===== config.mk =====
export PLATFORM = sky130hd
export DESIGN_NAME = io_trace_buffer
export DESIGN_NICKNAME = d
export VERILOG_FILES = /design/src/rtl/io_trace_pkg.sv /design/src/rtl/trace_fifo_mem.sv /design/src/rtl/io_trace_buffer.sv
export SDC_FILE = /design/constraint.sdc
export NUM_CORES = 1
export LEC_CHECK = 0
export CORE_MARGIN = 2
export CORE_UTILIZATION = 65
export DETAILED_ROUTE_END_ITERATION = 16
export PLACE_DENSITY = 0.92
export SYNTH_ARGS = -nofsm -noshare
export SYNTH_HDL_FRONTEND = slang
export SYNTH_HIERARCHICAL = 1
export SYNTH_SLANG_ARGS = --single-unit

===== constraint.sdc =====
create_clock -name clk -period 15.6 [get_ports clk]
set_clock_uncertainty 0.2 [all_clocks]
set_input_delay 2.34 -clock clk [delete_from_list [all_inputs] [get_ports clk]]
set_output_delay 2.34 -clock clk [all_outputs]
set_load 0.05 [all_outputs]

===== src/rtl/io_trace_pkg.sv =====
// Shared types for the I/O write-bus trace buffer.
// Capture state encoding and trace-mode constants.
package io_trace_pkg;

  typedef enum logic [1:0] {
    ST_IDLE,
    ST_CAPTURE,
    ST_HALTED
  } state_t;

  localparam logic MODE_HALT = 1'b0;
  localparam logic MODE_WRAP = 1'b1;

endpackage


===== src/rtl/trace_fifo_mem.sv =====
// Trace entry storage: one write port, one async read port.
// Contents are not reset; validity is tracked by the controller.
module trace_fifo_mem #(
  parameter int DEPTH = 16,
  parameter int WIDTH = 36
) (
  input  logic                     clk,
  input  logic                     we,
  input  logic [$clog2(DEPTH)-1:0] waddr,
  input  logic [WIDTH-1:0]         wdata,
  input  logic [$clog2(DEPTH)-1:0] raddr,
  output logic [WIDTH-1:0]         rdata
);

  logic [WIDTH-1:0] mem [DEPTH];

  // Store one entry per write strobe.
  always_ff @(posedge clk) begin
    if (we) mem[waddr] <= wdata;
  end

  assign rdata = mem[raddr];

endmodule


===== src/rtl/io_trace_buffer.sv =====
// Captures CPU I/O writes with timestamp and sequence number.
// Halt or wrap on full; head entry is shown ahead on rd_*.
module io_trace_buffer #(
  parameter int DATA_W = 8,
  parameter int ADDR_W = 4,
  parameter int DEPTH  = 16,
  parameter int TS_W   = 16,
  parameter int SEQ_W  = 8
) (
  input  logic                     clk,
  input  logic                     reset,
  input  logic [DATA_W-1:0]        io_data,
  input  logic [ADDR_W-1:0]        io_addr,
  input  logic                     io_we,
  input  logic [2**ADDR_W-1:0]     port_en,
  input  logic                     start,
  input  logic                     stop,
  input  logic                     wrap_mode,
  input  logic                     rd_ready,
  output logic                     rd_valid,
  output logic [DATA_W-1:0]        rd_data,
  output logic [ADDR_W-1:0]        rd_addr,
  output logic [TS_W-1:0]          rd_ts,
  output logic [SEQ_W-1:0]         rd_seq,
  output logic [$clog2(DEPTH):0]   count,
  output logic                     full,
  output logic                     empty,
  output logic                     overflow,
  output logic                     capturing
);

  import io_trace_pkg::*;

  localparam int AW = $clog2(DEPTH);
  localparam int CW = AW + 1;
  localparam int EW = DATA_W + ADDR_W + TS_W + SEQ_W;

  localparam logic [CW-1:0]    CNT_FULL = CW'(DEPTH);
  localparam logic [CW-1:0]    CNT_ONE  = CW'(1);
  localparam logic [AW-1:0]    PTR_ONE  = AW'(1);
  localparam logic [TS_W-1:0]  TS_ONE   = TS_W'(1);
  localparam logic [SEQ_W-1:0] SEQ_ONE  = SEQ_W'(1);

  state_t           state;
  logic [AW-1:0]    wr_ptr;
  logic [AW-1:0]    rd_ptr;
  logic [TS_W-1:0]  ts;
  logic [SEQ_W-1:0] seq;
  logic             wrap_q;

  logic          in_cap;
  logic          evt;
  logic          do_pop;
  logic          is_full;
  logic          mem_we;
  logic          overwrite;
  logic          drop;
  logic [EW-1:0] wdata;
  logic [EW-1:0] rdata;

  assign in_cap  = (state == ST_CAPTURE);
  assign evt     = in_cap & io_we & port_en[io_addr];
  assign is_full = (count == CNT_FULL);
  assign do_pop  = rd_valid & rd_ready;

  // A full buffer only refuses the event if nothing leaves
  // this cycle; wrap mode then recycles the head slot.
  assign overwrite = evt & is_full & !do_pop
                   & (wrap_q == MODE_WRAP);
  assign drop      = evt & is_full & !do_pop
                   & (wrap_q == MODE_HALT);
  assign mem_we    = evt & !start & !drop;

  assign wdata = {io_data, io_addr, ts, seq};

  trace_fifo_mem #(
    .DEPTH (DEPTH),
    .WIDTH (EW)
  ) u_mem (
    .clk   (clk),
    .we    (mem_we),
    .waddr (wr_ptr),
    .wdata (wdata),
    .raddr (rd_ptr),
    .rdata (rdata)
  );

  assign {rd_data, rd_addr, rd_ts, rd_seq} = rdata;

  assign empty     = (count == '0);
  assign full      = is_full;
  assign rd_valid  = !empty;
  assign capturing = in_cap;

  // Capture FSM, pointers, counters and sticky overflow.
  always_ff @(posedge clk or negedge reset) begin
    if (!reset) begin
      state    <= ST_IDLE;
      wr_ptr   <= '0;
      rd_ptr   <= '0;
      count    <= '0;
      ts       <= '0;
      seq      <= '0;
      overflow <= 1'b0;
      wrap_q   <= MODE_HALT;
    end else if (start) begin
      state    <= ST_CAPTURE;
      wr_ptr   <= '0;
      rd_ptr   <= '0;
      count    <= '0;
      ts       <= '0;
      seq      <= '0;
      overflow <= 1'b0;
      wrap_q   <= wrap_mode;
    end else begin
      if (in_cap) ts <= ts + TS_ONE;
      if (evt) seq <= seq + SEQ_ONE;
      if (mem_we) wr_ptr <= wr_ptr + PTR_ONE;
      if (do_pop | overwrite) rd_ptr <= rd_ptr + PTR_ONE;
      if (mem_we & !do_pop & !overwrite)
        count <= count + CNT_ONE;
      else if (do_pop & !mem_we)
        count <= count - CNT_ONE;
      if (overwrite | drop) overflow <= 1'b1;
      if (in_cap) begin
        if (stop)      state <= ST_IDLE;
        else if (drop) state <= ST_HALTED;
      end
    end
  end

endmodule


### Yosys cells after proc, flatten, opt, wreduce, memory -nomap -nowiden

Memory sizes are Yosys's and may differ from the RTL's.
Cells that the tools add are included.
Widths: inputs -> output; s select.

| storage, ports and cells | value |
|---|---|
| memory bits (writable) | 576 |
| input bits | 35 |
| bits in registers | 41 |
| memories kept | 1 |
| output and inout bits | 46 |

Memory list:

| memory | words | bits a word | rd ports | clocked after Yosys merged registers in | wr ports | line | RTL |
|---|---|---|---|---|---|---|---|
| u_mem.mem | 16 | 36 | 1 | 0 | 1 | trace_fifo_mem.sv:15 | `logic [WIDTH-1:0] mem [DEPTH];` |

| operators by class | value |
|---|---|
| bitwise operators | 15 |
| mux-type cells | 21 |
| add/sub/neg operators | 6 |
| order comparisons | 1 |
| reductions and logical operators | 15 |
| eq/ne operators | 2 |

Operators with widths:

| cell | number |
|---|---|
| $mux 16 | 2 |
| $add 16x1->16 const B | 1 |
| $mux 4 | 4 |
| $mux 8 | 2 |
| $mux 5 | 3 |
| $and 1x1->1 | 12 |
| $reduce_bool 2->1 | 5 |
| $add 4x1->4 const B | 2 |
| $add 8x1->8 const B | 1 |
| $mux 2 | 4 |
| $logic_not 1->1 | 6 |
| $reduce_bool 3->1 | 2 |
| $add 5x1->5 const B | 1 |
| $eq 5x5->1 const B | 1 |
| $logic_not 5->1 | 1 |
| $lt 4x5->1 const B | 1 |
| $mux 1 | 5 |
| $sub 5x1->5 const B | 1 |
| $bmux 1 s4 | 1 |
| $eq 2x1->1 const B | 1 |
| $or 1x1->1 | 2 |
| $reduce_and 2->1 | 1 |
| $not 1->1 | 1 |

### Depth between registers and ports, before layout

| logic depth | value |
|---|---|
| depth in word-level cells | 13 |
| mapped depth | 13 |
| gate-level depth less buffers | 12 |

### Cells and area by module

The synthesis kept the hierarchy.

By module, submodules not included:

| module | times used | sequential area each (um^2) | cells each | area an instance (um^2) |
|---|---|---|---|---|
| trace_fifo_mem | 1 | 17296.6 | 902 | 21599.5 |
| io_trace_buffer | 1 | 1026.0 | 273 | 2534.9 |

### Worst setup path after synthesis

Ideal clock, no wire load.

| timing | value |
|---|---|
| kind | input to register |
| from | input port io_addr[2] |
| to | memory u_mem.mem[0][0], enable pin |
| setup slack | 8.529 ns |
| arrival | 6.397 ns |
| stages | 8 |
| setup time | 0.474 ns |
| cell sequence | buf_2 -> mux2i_1 -> a32o_1 -> nor3_1 -> o21ai_2 -> inv_2 -> or3b_2 -> nor3_1 |

| between the ends | value |
|---|---|
| word-level cells in the longest chain between the ends | 10 |
| elaborated cells on any way between the ends | 11 |
| classes of those cells | mux: 4; bitwise: 6; reduce/logical: 1 |

RTL lines:

| element | line | RTL |
|---|---|---|
| start: declaration | io_trace_buffer.sv:13 | `input logic [ADDR_W-1:0] io_addr,` |
| $bmux 1 s4 * | io_trace_buffer.sv:62 | `assign evt = in_cap & io_we & port_en[io_addr];` |
| $mux 1 (not written as such) * | io_trace_buffer.sv:62 |  |
| $and 1x1->1 * | io_trace_buffer.sv:62 |  |
| $and 1x1->1 (2 in series) | io_trace_buffer.sv:70 | `assign drop = evt & is_full & !do_pop` |
| $and 1x1->1 | io_trace_buffer.sv:71 | `& (wrap_q == MODE_HALT);` |
| $logic_not 1->1 | io_trace_buffer.sv:72 | `assign mem_we = evt & !start & !drop;` |
| $and 1x1->1 * | io_trace_buffer.sv:72 |  |
| via mem_we | io_trace_buffer.sv:55 | `logic mem_we;` |
| $mux 1 * | trace_fifo_mem.sv:19 | `if (we) mem[waddr] <= wdata;` |
| $mux 1 (not written as such) * | trace_fifo_mem.sv:19 |  |
| end: declaration | trace_fifo_mem.sv:15 |  |

Mark *: on every way through the listed nets, which the timed path passes. The rest lies on a longest branch. The select of a mux whose other input is x is not followed.

### Final worst setup path

| timing | value |
|---|---|
| from | register rd_ptr[1] |
| to | output port rd_ts[15] |

| between the ends | value |
|---|---|
| word-level cells in the longest chain between the ends | 1 |

RTL lines:

| element | line | RTL |
|---|---|---|
| start: declaration | io_trace_buffer.sv:46 | `logic [AW-1:0] rd_ptr;` |
| start signal: assignment | io_trace_buffer.sv:119 | `if (do_pop \| overwrite) rd_ptr <= rd_ptr + PTR_ONE;` |
| $mem_v2 16x36 | -- |  |
| end: declaration | io_trace_buffer.sv:23 | `output logic [TS_W-1:0] rd_ts,` |

Every way passes these cells.

==> results_dict.tcl <==
set metrics [dict create \
    status "complete, no violations" \
    nets 1325 \
    pre_cts_ws_ps 8350 \
    num-fill-cells 1822 \
    final_common_cell "edfxtp_1" \
    fp.coreArea_mm2 0.0366 \
    hold_depth 2 \
    grt_pass1_wl_mm 91.4 \
    portBuffers 80 \
    drt-initial-drc-count 1915 \
    synth_top_family_by_area "multiplexers" \
    tightest_slew_ps 1110 \
    vias 13100 \
    grt_pass1_vias 13900 \
    synthFlopType "edfxtp_1" \
    synth_edf_count 576 \
    ys_warn_count 6 \
    hp-class "reg2reg" \
    cts_tree "yes" \
    cp.buffers_inverters 2 \
    r2r-end "u_mem/mem[4][29]" \
    slowest_delay_ps 1140 \
    min_period_ps 7090 \
    synth-compound-area-share 0.0353 \
    firstDrtPassIters 5 \
    wl_per_cell_um 34.4 \
    cp_cell_sequence "buf_4 -> mux4_2 -> a22oi_1 -> nand2_1 -> clkdlybuf4s50_1" \
    arrival_ps 4550 \
    avgSynthCellArea_um2 20.5 \
    cts_setup_buffers 0 \
    synth-adder-area-share 0.00498 \
    worstHoldStart "overflow" \
    r2r-start "state[1]" \
    maxSlewViolCount 0 \
    synth_cell_types 57 \
    multiInputGateArea_mm2 0.00561 \
    cts.sinks 617 \
    synth-xor-area-share 0.00762 \
    period_share 0.454 \
    final.setup.tns_ps 0 \
    h-tree-depth 2 \
    finalWirelength_mm 61.8 \
    area_growth_pct 14.0 \
    ant_nets 0 \
    syn-instance-count 1175 \
    crit_type "reg2out" \
    dieHeight_um 197 \
    vias_per_cell 7.30 \
    p_total_uw 4310 \
    setup_viol 0 \
    synthArstFlopShare 0.0665 \
    drive_gt1_frac 0.224 \
    grt_setup_unrepaired "false" \
    slowest_stage "dfrtp_4" \
    end_kind "output pin" \
    p_leak_uw 0.00891 \
    cp.required_ps 13060 \
    timing.final.ws_setup_ps 8510 \
    seqCellArea_mm2 0.0183 \
    reg2reg_slack_ps 10810 \
    synth_top_area_frac 0.717 \
    cts_made_buffers 57 \
    layout_common_cells "edfxtp_1 (576), mux4_2 (144), clkdlybuf4s50_1 (78)" \
    gp_congestion 0.864 \
    synth_simple_gate_area_frac 0.0385 \
    clockBufferDepth 3 \
    dieWidth_um 197 \
    cp_max_fo 74 \
    dpl.cell_count 1690 \
    die_area_mm2 0.0387 \
    syn-cell-area_mm2 0.0241 \
    start_util 0.659 \
    cts_resized 0 \
    fin_cells 1798 \
    ys_ff_latch 617 \
    antenna_found_initial 1 \
    ios 81 \
    maxCapViolations 0 \
    cts.reportedPaths.clkPinSlew_ps 70 \
    slew_headroom 0.258 \
    critPathTopFamily "buffers and inverters" \
    timing.hold.ws_ps 322 \
    clock.fmax_mhz 141 \
    synthMuxAreaShare 0.140 \
    synth.yosys.seq_area_share 0.759 \
    syn_nets 1219 \
    synthTopCellsByArea "edfxtp_1 (72%), mux4_2 (13%), dfrtp_1 (4.3%)" \
    rr_worst_depth 9 \
    yosysTopAreaCell "edfxtp_1" \
    grt_max_degree 108 \
    overflow 0 \
    hold_viol 0 \
    hpwl_mm 30.8 \
    cellPowerDensity_mw_per_mm2 157 \
    ir_worst_vdd_mv 0.171 \
    startpoint_type "flop" \
    worstHoldEndpoint "overflow" \
    drcViolationCount 0 \
    clockRootBuffer "clkbuf_16" \
    track_usage 0.332 \
    clk_latency_ps 600 \
    hold_buffers 0 \
    core.rowCount 70 \
]
==> flip-flops by register name, indices dropped and copies added (netlist names) <==
register and cells:
state 2, u_mem/mem 576, rd_ptr 4, wr_ptr 4, ts 16, overflow 1, wrap_q 1, count 5
seq 8
==> worst register-to-register path: stages, from the launching register on <==
cell	delay (ps)
dfrtp_1	390
nor2b_1	230
buf_4	270
o2111ai_1	200
nor3_1	830
o21ai_2	310
inv_2	210
nand3b_1	300
nor3_2	870
buf_4	600
==> report_power, final <==
group	leakage [uW]	internal, uW	switching (uW)
sequential	0.00592	1810	76.7
clock	0.000974	833	613
combinational	0.00202	434	538
total	0.00891	3080	1230
==> final cells by class <==
type,count,share of cell area
repair buffers,107,0.0366
flip-flops and latches,617,0.666
multi-input cells,490,0.204
clock buffers,75,0.0576
clock inverters,32,0.0133
well taps,468,0.0213
inverters,8,0.00109
diodes,1,0.0000910
==> worst max path at each step <==
stage | start | endpoint | slack, ps | depth (start not counted)
2_1_floorplan | io_addr[2] | u_mem/mem[0][0] | 8530 | 8
3_3_place_gp | io_addr[0] | u_mem/mem[4][30] | 8700 | 9
3_5_place_dp | io_addr[1] | u_mem/mem[4][31] | 8350 | 9
4_1_cts | rd_ptr[1] | rd_ts[15] | 8550 | 5
5_1_grt | rd_ptr[1] | rd_ts[15] | 8440 | 5
6_report | rd_ptr[1] | rd_ts[15] | 8510 | 5
==> layer usage <==
metal  GRT usage  routed length (um)  vias up
met1       0.436               20700     6655
li1            -                   -     5090
met3      0.0753                7590      268
met4       0.168                3540        0
met5           0                   0        -
met2       0.533               30000     1104
==> stage by stage <==
step | utilization | cell area (um2)
after global placement | 0.698 | 25600
after detailed placement | 0.698 | 25600
after global routing | 0.751 | 27500
after CTS | 0.751 | 27500
final | 0.751 | 27500
after floorplan | - | 24100
==> cell families (layout without fill, tap and decap cells) <==
| family | count (synthesis) | after routing |
|---|---|---|
| compound gates | 118 | 118 |
| xor+xnor | 21 | 21 |
| buf+inv | 68 | 222 |
| flops | 617 | 617 |
| mux | 158 | 158 |
| fa+ha+maj | 9 | 9 |
| simple gates | 184 | 184 |
| other cells | 0 | 1 |
==> synth_stat cells (all sizes together), types with 2 or more instances <==
cell type  number
edfxtp        576
mux4          144
a22oi          73
nand2          57
nor2           44
dfrtp          41
buf            33
clkbuf         27
a21oi          13
xnor2          13
o21ai          12
nand3          10
nor3           10
mux2i           9
nand4           9
nor3b           9
ha              8
nand2b          8
nor2b           8
xor2            8
inv             7
mux2            5
and2            4
and3            4
nor4            4
or3             4
a211oi          3
a21o            3
a31oi           3
nand3b          3
nand4b          3
or4             3
a2111oi         2
and4            2
(Power assumes the default switching activity.)
